===== src/rtl/layer_out_serializer.sv =====
// layer_out_serializer: captures one activation per neuron lane as each lane
// pulses its valid bit, then streams the captured layer out one word per
// cycle (stalled by hold) to feed the next layer's serial input.
// Optional feature: define ARGMAX_EN to track the index of the largest
// (signed) streamed activation; without it argmax_idx/argmax_valid are 0.
module layer_out_serializer #(
  parameter int NUM_NEURONS = 30,
  parameter int DATA_WIDTH  = 16
) (
  input  logic                                clk,
  input  logic                                rst,
  input  logic [NUM_NEURONS*DATA_WIDTH-1:0]   neuron_out,
  input  logic [NUM_NEURONS-1:0]              neuron_valid,
  input  logic                                hold,
  output logic [DATA_WIDTH-1:0]               data_out,
  output logic                                data_valid,
  output logic                                busy,
  output logic                                overflow,
  output logic [$clog2(NUM_NEURONS)-1:0]      argmax_idx,
  output logic                                argmax_valid
);

  localparam int IDXW = $clog2(NUM_NEURONS);
  localparam logic [IDXW-1:0] LAST_IDX = IDXW'(NUM_NEURONS - 1);

  localparam logic [1:0] S_IDLE    = 2'd0;
  localparam logic [1:0] S_CAPTURE = 2'd1;
  localparam logic [1:0] S_STREAM  = 2'd2;

  logic [1:0]             state_q, state_d;
  logic [NUM_NEURONS-1:0] flags_q, flags_d, flags_merged;
  logic [IDXW-1:0]        idx_q, idx_d;
  // Set once the last word has been emitted: STREAM lingers one extra cycle
  // so the return to IDLE (and the argmax result) land on the following edge.
  logic                   drain_q, drain_d;
  logic                   capturing;
  logic                   emit;
  logic                   finish;
  logic [DATA_WIDTH-1:0]  lane_buf [NUM_NEURONS];

  assign busy = (state_q != S_IDLE);

  // Next-state, flag and index computation
  always_comb begin
    capturing    = (state_q != S_STREAM);
    flags_merged = flags_q | neuron_valid;
    state_d      = state_q;
    flags_d      = flags_q;
    idx_d        = idx_q;
    drain_d      = drain_q;
    emit         = 1'b0;
    finish       = 1'b0;
    case (state_q)
      S_IDLE, S_CAPTURE: begin
        if (&flags_merged) begin
          state_d = S_STREAM;
          flags_d = '0;
          idx_d   = '0;
          drain_d = 1'b0;
        end else begin
          flags_d = flags_merged;
          if (|neuron_valid) state_d = S_CAPTURE;
        end
      end
      S_STREAM: begin
        if (drain_q) begin
          finish  = 1'b1;
          state_d = S_IDLE;
          drain_d = 1'b0;
          idx_d   = '0;
        end else if (!hold) begin
          emit = 1'b1;
          if (idx_q == LAST_IDX) drain_d = 1'b1;
          else                   idx_d   = idx_q + 1'b1;
        end
      end
      default: state_d = S_IDLE;
    endcase
  end

  // Control state registers
  always_ff @(posedge clk) begin
    if (rst) begin
      state_q <= S_IDLE;
      flags_q <= '0;
      idx_q   <= '0;
      drain_q <= 1'b0;
    end else begin
      state_q <= state_d;
      flags_q <= flags_d;
      idx_q   <= idx_d;
      drain_q <= drain_d;
    end
  end

  // Lane capture buffer; pulses arriving while streaming are dropped
  always_ff @(posedge clk) begin
    if (capturing) begin
      for (int unsigned k = 0; k < NUM_NEURONS; k++) begin
        if (neuron_valid[k]) lane_buf[k] <= neuron_out[k*DATA_WIDTH +: DATA_WIDTH];
      end
    end
  end

  // Serial output word, valid strobe and sticky overflow
  always_ff @(posedge clk) begin
    if (rst) begin
      data_out   <= '0;
      data_valid <= 1'b0;
      overflow   <= 1'b0;
    end else begin
      data_valid <= emit;
      if (emit) data_out <= lane_buf[idx_q];
      if ((state_q == S_STREAM) && (|neuron_valid)) overflow <= 1'b1;
    end
  end

`ifdef ARGMAX_EN
  logic signed [DATA_WIDTH-1:0] cur_word;
  logic signed [DATA_WIDTH-1:0] max_q;
  logic [IDXW-1:0]              max_idx_q;

  assign cur_word = lane_buf[idx_q];

  // Running signed maximum over emitted words; strict '>' keeps the lowest index on ties
  always_ff @(posedge clk) begin
    if (rst) begin
      max_q        <= '0;
      max_idx_q    <= '0;
      argmax_idx   <= '0;
      argmax_valid <= 1'b0;
    end else begin
      argmax_valid <= 1'b0;
      if (emit && ((idx_q == '0) || (cur_word > max_q))) begin
        max_q     <= cur_word;
        max_idx_q <= idx_q;
      end
      if (finish) begin
        argmax_idx   <= max_idx_q;
        argmax_valid <= 1'b1;
      end
    end
  end
`else
  assign argmax_idx   = '0;
  assign argmax_valid = 1'b0;
`endif

endmodule


===== config.mk =====
export PLATFORM = sky130hd
export DESIGN_NAME = layer_out_serializer
export DESIGN_NICKNAME = d
export VERILOG_FILES = /design/src/rtl/layer_out_serializer.sv
export SDC_FILE = /design/constraint.sdc
export NUM_CORES = 1
export LEC_CHECK = 0
export CORE_UTILIZATION = 40
export DETAILED_ROUTE_END_ITERATION = 7
export PLACE_DENSITY_LB_ADDON = 0.05
export SLEW_MARGIN = 10
export SYNTH_ARGS = -nofsm -noshare
export SYNTH_HDL_FRONTEND = slang
export SYNTH_SLANG_ARGS = --single-unit

===== constraint.sdc =====
create_clock -name clk -period 3.2 [get_ports clk]
set_clock_uncertainty 0.05 [all_clocks]
set_input_delay 0.64 -clock clk [delete_from_list [all_inputs] [get_ports clk]]
set_output_delay 0.64 -clock clk [all_outputs]
set_load 0.02 [all_outputs]

# ---- Yosys cells after proc, flatten, opt, wreduce, memory -nomap -nowiden
# Memories as Yosys holds them, arrays and structs flattened. A register that Yosys moved wholly into a read port is not among the register bits.
# Index checks and enable logic that the tools add are counted.
dict set report classes {
  n_addsub 1
  eq_ne 9
  n_mux 108
  n_bitwise 1
  reduce_logical 10
}
# operator n
set ops {}
lappend ops {{2-to-1 mux 1 bit} 97}
lappend ops {{2-to-1 mux 30 bit} 1}
lappend ops {{bitwise OR 30 bit} 1}
lappend ops {{AND reduction 30 bit} 1}
lappend ops {{OR reduction 30 bit} 1}
lappend ops {{2-to-1 mux 5 bit} 4}
lappend ops {{one-hot mux 5 bit (2 select lines)} 1}
lappend ops {{inequality test 3 bit (second input constant)} 3}
lappend ops {{2-to-1 mux 2 bit} 3}
lappend ops {{inequality test 2 bit (second input constant)} 3}
lappend ops {{adder 5 x 1 -> 5 bit (second input constant)} 1}
lappend ops {{equality test 5 bit (second input constant)} 1}
lappend ops {{one-hot mux 2 bit (2 select lines)} 1}
lappend ops {{AND reduction 2 bit} 2}
lappend ops {{AND reduction 4 bit} 1}
lappend ops {{nonzero test 2 bit} 2}
lappend ops {{equality test 2 x 1 -> 1 bit (second input constant)} 1}
lappend ops {{equality test 2 bit (second input constant)} 1}
lappend ops {{zero test 2 bit} 1}
lappend ops {{one-hot mux 1 bit (2 select lines)} 1}
lappend ops {{OR reduction 2 bit} 1}
lappend ops {{logical AND 1 bit} 1}
dict set report totals {
  ff_bits 40
  ram_bits 480
  input_bits 513
  out_inout_bits 25
  elab_cells 136
  memories 1
}
# name words word_bits read_ports rd_ports_with_merged_regs write_ports line
set memory_table {}
lappend memory_table {lane_buf 30 16 1 1 30 39} ;# logic [DATA_WIDTH-1:0] lane_buf [NUM_NEURONS];

# ---- Longest topological paths before layout
# Gate-level depths: netlist of the first run.
dict set report logic_depth {
  ltp_word 5
  mapped_depth 11
  mapped_depth_nobuf 7
}

# ---- Worst setup path before layout of the first run
# OpenSTA, ideal clock, no wires.
dict set report synth_timing {
  kind {register to register}
  from {reg idx_q[1]}
  to {reg idx_q[3]}
  setup_ns 0.091
  arrival_time_ns 2.193
  required_ns 3.059
  setup_slack_ns 0.866
  stages_incl_launch_ff 12
  path_buffers 4
  synth_period_minus_slack_ns 2.334
  cell_sequence {dfxtp_1 buf_6 buf_4 buf_4 buf_4 inv_1 ha_1 a41oi_1 nand4_1 nor3_1 nor2_1 a311oi_1}
}
dict set report synth_via {
  elab_chain_len 5
  elab_cells_between_ends 8
  classes_between {add/sub: 1; eq/ne: 2; mux: 4; reduce/logical: 1}
}
# element line
set synth_lines {}
lappend synth_lines {{start: declaration} 32} ;# logic [IDXW-1:0] idx_q, idx_d;
lappend synth_lines {{start signal: assignment} 91} ;# idx_q <= idx_d;
lappend synth_lines {{adder 5 x 1 -> 5 bit} 74} ;# else idx_d = idx_q + 1'b1;
lappend synth_lines {{2-to-1 mux 5 bit} 73} ;# if (idx_q == LAST_IDX) drain_d = 1'b1;
lappend synth_lines {{2-to-1 mux 5 bit} 71} ;# end else if (!hold) begin
lappend synth_lines {{2-to-1 mux 5 bit} 66} ;# if (drain_q) begin
lappend synth_lines {{one-hot mux 5 bit (2 select lines)} 53} ;# case (state_q)
# Several ways; a longest one is shown, not always the timed one. The select of a mux whose other input is x is not followed.
# A chain may end at the register's enable or synchronous reset.

==> results.yml, run 1 <==
logic_synthesis:
  syn_avg_cell_area_sq_um: 19.07
  synth-compound-area-share_pct: 3.857
  synth_top_family_by_area: "multiplexers"
  synth_fa_ha_area_share_pct: 0.1207
  netlist_area_sq_um: 20730
  synth_seq_area_share_pct: 74.94
  synth-edff-count: 480
  async_reset_ff_share_pct: 0
  yosysWarnings: 0
  synth_xor_area_share_pct: 0
  yosysTopAreaCell: "edfxtp_1"
  synthFlopType: "edfxtp_1"
  synth_area_leaders: "edfxtp_1 70%, mux4_2 11%, dfxtp_1 5.4%, mux2i_1 2.3%, nor2_1 1.4%"
  synth_top_area_share_pct: 69.53
  muxShareOfSynthArea_pct: 14.65
  synth_seq_cells: 536
  ys_types: 49
  synthCells: 1087
  synthSimpleGateAreaFrac_pct: 4.334
worst_setup_path:
  crit_family: "multiplexers"
  cp_slowest_cell: "mux4_2"
  worst_setup_path_start_kind: "flip-flop"
  required_ns: 3.60
  cp_cell_sequence: "buf_12 -> mux4_2 -> mux2i_1 -> nor2_1 -> nor4_1 -> a2111oi_0"
  endpoint_kind: "flip-flop"
  critPathArrivalTime_ns: 3.08
  path_max_fanout: 35
  critPathMaxStageDelay_ns: 0.57
  timing.critical_path.buf_inv: 1
  path_class: "reg2reg"
timing:
  finalMaxSlewViolations: 0
  setup_viol_count_final: 0
  fin_tns_setup_ns: 0
  period_share_pct: 83.56
  worstMarginPinSlew_ns: 1.016
  finalHoldViolCount: 0
  fin_crit_ns: 2.674
  max_slew_margin_pct: 32.22
  rsz0062_at_grt: "no"
  max_freq_mhz: 374.0
place:
  io_buffers: 531
  dp_hpwl_mm: 51.82
  gp_congestion: 0.8579
layout:
  nNetsFinal: 2193
  area_growth_pct: 39.20
  final_layout_size_suffix_gt1_share_pct: 14.98
run_status:
  status: "finished, final reports clean"
floorplanning:
  initial_core_util_pct: 40.41
  fp.dieW_um: 229.7
  core_area_sq_um: 51300
  chipHeight_um: 229.7
  dieArea_sq_um: 52740
  io_pins: 538
  rows: 83
grt:
  grt.busiest_layer: "met2"
  use_met3_pct: 8.408
  grt_pass1_vias: 13250
  grt-ovfl-total: 0
  grt_use_met1_pct: 33.15
  grt_first_pass_wirelength_mm: 96.21
  grt_max_degree: 37
  grt_use_total_pct: 26.20
  antenna_found_initial: 29
  use_met2_pct: 43.33
cts:
  cts_buffers: 57
  path_clk_slew_ns: 0.06
  holdBufCountCts: 0
  clock_latency_ns: 0.61
  clock_path_buffers: 3
  clock-sinks: 536
  cts_resized: 0
  cts_setup_buffers: 0
  htree_levels: 2
  cts-root-buf: "clkbuf_16"
  cts_tree: "yes"
drt:
  routed_wl_mm: 69.51
  vias_per_cell: 5.267
  drc: 0
  drt_iter0_markers: 1032
  post_drt_wl_per_cell_um: 28.76
  drtPass1Iterations: 5
  ant_nets: 0
  vias: 12730
power_and_ir_drop:
  swShare_pct: 20.66
  power_density_nw_per_um2: 544.1
  leakage_nw: 9.583
  power_frac_seq_pct: 51.8
  p_int_mw: 12.46
  peakVddDrop_v: 0.0004091
  clkPwrFrac_pct: 40.9
  combPwrFrac_pct: 7.3
  totalPowerFinal_mw: 15.70
  p_sw_mw: 3.244
flow_run:
  cap_violations: 0
worst_hold_path:
  hold_class: "reg2reg"
==> placed cells by master, fill, tap and decap left out, types with 14 or more instances in the layout <==
cell type,instances
nor2_1,75
mux2i_1,48
clkbuf_16,58
buf_4,55
dfxtp_1,52
clkdlybuf4s50_1,531
and2_1,31
nor4_1,17
edfxtp_1,480
clkinv_1,14
mux4_2,102
diode_2,15
a21oi_1,46
o22ai_1,30
nand2_1,19
==> cell type report <==
class / count / area [sq um]
Antenna cell: 15 / 37.54
Clock buffer: 71 / 1500
Clock inverter: 32 / 284.0
Fill cell: 4092 / 22450
Inverter: 6 / 22.52
Multi-Input combinational cell: 486 / 4786
Sequential cell: 536 / 15550
Tap cell: 680 / 850.8
Timing Repair Buffer: 591 / 5828
==> flip-flops by register name, indices dropped and copies added (netlist names) <==
register and flops:
idx_q 5, data_out 16, lane_buf 480, overflow 1, drain_q 1, state_q 2
data_valid 1, flags_q 30
==> power by group through the flow <==
| stage | logic [mW] | registers, mW | clock network, mW |
|---|---|---|---|
| 2_1_floorplan | 0.288 | 8.25 | 0 |
| 3_3_place_gp | 1.14 | 8.27 | 0 |
| 3_5_place_dp | 1.15 | 8.28 | 0 |
| 4_1_cts | 1.16 | 8.14 | 6.51 |
| 5_1_grt | 1.21 | 8.17 | 6.78 |
| 6_report | 1.14 | 8.14 | 6.42 |
==> cell families (layout without fill, tap and decap cells) <==
family | count (synthesis) | in the layout
adders and majority gates | 2 | 2
other | 1 | 21
muxes | 173 | 173
DFF | 536 | 536
buffers and inverters | 70 | 700
AOI/OAI and AO/OA | 124 | 124
and+or+nand+nor | 181 | 181
==> routing by layer <==
metal | vias up | wire (um)
li1 | 5601 | -
met4 | 30 | 1229
met2 | 487 | 34390
met5 | - | 188
met3 | 101 | 5855
met1 | 6512 | 27850
==> final timing paths <==
| check | from | end | slack [ns] | cells past startpoint |
|---|---|---|---|---|
| worst min register to register | data_out[9] | data_out[9] | 0.41 | 2 |
| worst max-delay path | idx_q[1] | data_out[10] | 0.53 | 6 |
| worst min-delay path | data_out[9] | data_out[9] | 0.41 | 2 |
| worst max register to register | idx_q[1] | data_out[10] | 0.53 | 6 |
==> Yosys cell counts, types with 2 or more instances <==
master and number:
edfxtp_1 480, mux4_2 102, nor2_1 75, dfxtp_1 56, mux2i_1 48, a21oi_1 46, and2_1 31, o22ai_1 30
clkbuf_1 19, nand2_1 19, buf_4 18, nor4_1 17, buf_2 15, mux2_2 13, buf_6 11, mux2_1 10
nand2b_1 9, a22oi_1 8, a2111oi_0 6, inv_1 6, nor3_1 6, nand4_1 5, nor2b_1 5, a2111oi_1 4
a311oi_1 4, a31oi_1 4, o211ai_1 4, nand3b_1 3, o21ai_0 3, o21bai_1 3, o2bb2ai_1 3, o41ai_1 3
or3_1 3, ha_1 2, nand3_1 2
==> per-stage QoR <==
stage / setup slack (ns) / area, sq um / cells / util (%) / hold WS (ns)
after floorplan: 0.8660 / 20750 / 1092 / - / 0.3871
after global placement: 0.4755 / 27030 / 2299 / 52.70 / 0.3824
after detailed placement: 0.4636 / 27030 / 2299 / 52.70 / 0.3891
after CTS: 0.5162 / 28820 / 2402 / 56.18 / 0.4068
after global routing: 0.4363 / 28840 / 2411 / 56.22 / 0.4208
final: 0.5262 / 28860 / 2417 / 56.25 / 0.4085
==> worst reg2reg max path: cells and delay by family, from the launching register on <==
family	cells	cell delay, ns
buf+inv	1	0.31
compound gates	1	0.13
flops	1	0.55
simple gates	2	0.47
mux	2	1.00
No activity file was read; power rests on OpenSTA's default activity.
==> run 2: changes to the inputs <==
==> constraint.sdc (replaced) <==
create_clock -name clk -period 2.25 [get_ports clk]
set_clock_uncertainty 0.05 [all_clocks]
set_input_delay 0.45 -clock clk [delete_from_list [all_inputs] [get_ports clk]]
set_output_delay 0.45 -clock clk [all_outputs]
set_load 0.02 [all_outputs]
==> results.yml, run 2 (same netlist as run 1, synthesis figures left out) <==
drt:
  ant_nets: 0
  drt_iter0_markers: 1053
  post_drt_wl_per_cell_um: 28.31
  drc: 0
  drtPass1Iterations: 5
  vias: 13160
  routed_wl_mm: 70.74
  vias_per_cell: 5.267
worst_setup_path:
  rr_worst_depth: 6
  cp_slowest_cell: "clkdlybuf4s50_1"
  critPathArrivalTime_ns: 1.70
  required_ns: 1.75
  r2r_slack_ns: 0.06
  critPathMaxStageDelay_ns: 0.74
  worst_setup_path_start_kind: "flip-flop"
  crit_family: "buffers and inverters"
  path_max_fanout: 2
  endpoint_kind: "output port"
  cp_cell_sequence: "clkdlybuf4s50_1"
  r2r_end: "data_out[9]"
  rr_startpoint: "idx_q[1]"
  timing.critical_path.buf_inv: 1
  path_class: "reg2out"
  crit_cells: 1
cts:
  htree_levels: 2
  path_clk_slew_ns: 0.06
  clock_latency_ns: 0.62
  clock-sinks: 536
  cts_tree: "yes"
  clock_path_buffers: 3
  cts-root-buf: "clkbuf_16"
  cts_buffers: 57
  holdBufCountCts: 0
layout:
  final_common_cell: "clkdlybuf4s50_1"
  area_growth_pct: 45.31
  nFillCells: 3969
  final_layout_size_suffix_gt1_share_pct: 20.02
  nNetsFinal: 2276
  mostFrequentLayoutCells: "529 x clkdlybuf4s50_1, 480 x edfxtp_1, 102 x mux4_2"
  largest_registers: "lane_buf (480), flags_q (30), data_out (16)"
  area.sequential_sq_um: 15550
  regMostFlops: "lane_buf"
  postLayoutCoreUtil_pct: 58.72
  largest_reg_flops: 480
  multiInputGateArea_sq_um: 4911
power_and_ir_drop:
  p_sw_mw: 4.739
  power_density_nw_per_um2: 756.4
  swShare_pct: 20.80
  combPwrFrac_pct: 8.0
  peakVddDrop_v: 0.0005499
  clkPwrFrac_pct: 41.2
  power_frac_seq_pct: 50.8
  totalPowerFinal_mw: 22.79
  p_int_mw: 18.05
  leakage_nw: 10.21
worst_hold_path:
  whs_path_depth: 1
  hold_end: "lane_buf[17][3]"
  worstHoldStart: "neuron_out[275]"
  hold_class: "in2reg"
timing:
  period_share_pct: 97.93
  finalMaxSlewViolations: 0
  max_slew_margin_pct: 55.62
  fin_crit_ns: 2.203
  hold_ws_ns: 0.3320
  setup_viol_count_final: 0
  finalHoldViolCount: 0
  max_freq_mhz: 453.8
  fin_ws_ns: 0.04650
  worstMarginPinSlew_ns: 0.6643
floorplanning:
  fp.dieW_um: 229.7
  io_pins: 538
  core_area_sq_um: 51300
  initial_core_util_pct: 40.41
  rows: 83
  chipHeight_um: 229.7
  dieArea_sq_um: 52740
grt:
  grt_pass1_vias: 13840
  grt_first_pass_wirelength_mm: 98.48
  antenna_found_initial: 22
  grt_use_total_pct: 26.83
  grt-ovfl-total: 0
  grt_max_degree: 38
run_status:
  status: "finished, final reports clean"
place:
  post-place-ws_ns: -0.1436
  dp_hpwl_mm: 53.41
  io_buffers: 531
  gp_congestion: 0.8775
flow_run:
  cap_violations: 0
[run 2: cell types whose count changed in the layout (fill, tap and decap cells not counted), moves of 5 or more]
cell	delta
a22oi_2	+5
buf_4	+45
mux2i_2	+5
a22oi_1	-5
buf_12	+37
mux2i_1	-8
[run 2: cell type report]
cell class	count	share of cell area, %
flip-flops and latches	536	51.61
clock inverters	32	1.047
clock buffers	74	5.088
inverters	6	0.07477
repair buffers	674	22.96
multi-input cells	486	16.30
diodes	11	0.09138
well taps	680	2.825
[run 2: power groups by stage]
stage / combinational, mW / clock (mW) / sequential, mW
3_5_place_dp: 1.81 / 0 / 11.8
4_1_cts: 1.83 / 9.56 / 11.6
2_1_floorplan: 0.410 / 0 / 11.7
5_1_grt: 1.91 / 9.93 / 11.6
3_3_place_gp: 1.80 / 0 / 11.8
6_report: 1.81 / 9.40 / 11.6
[run 2: worst max-delay path by stage]
stage | startpoint | to | slack, ns
floorplan | idx_q[1] | idx_q[3] | 0.03
global placement | idx_q[0] | data_out[6] | -0.10
global route | idx_q[1] | data_out[7] | -0.002
detailed placement | neuron_valid[0] | flags_q[10] | -0.14
finish | data_out[8] | data_out[8] | 0.05
CTS | idx_q[1] | data_out[12] | 0.002
[run 2: through the flow]
stage	cell area, sq um	std cells	TNS, ns
after CTS	29960	2483	0
after global routing	30110	2495	-0.001801
final	30120	2499	0
after detailed placement	28050	2375	-5.010
after floorplan	20760	1092	0
after global placement	28050	2375	-1.801
[run 2: per-layer routing]
metal  part of all wire (%)  track usage [%]
met5                   0.23                0
met4                    2.4            8.583
met3                    8.5            7.750
met2                     49            43.79
met1                     40            34.52
[run 2: timing repair]
action | CTS | global route
pin swaps | 0 | 2
setup endpoints to repair | 9 | 12
resized for setup | 12 | 16
hold endpoints to repair | 0 | 0
setup buffers | 2 | 5
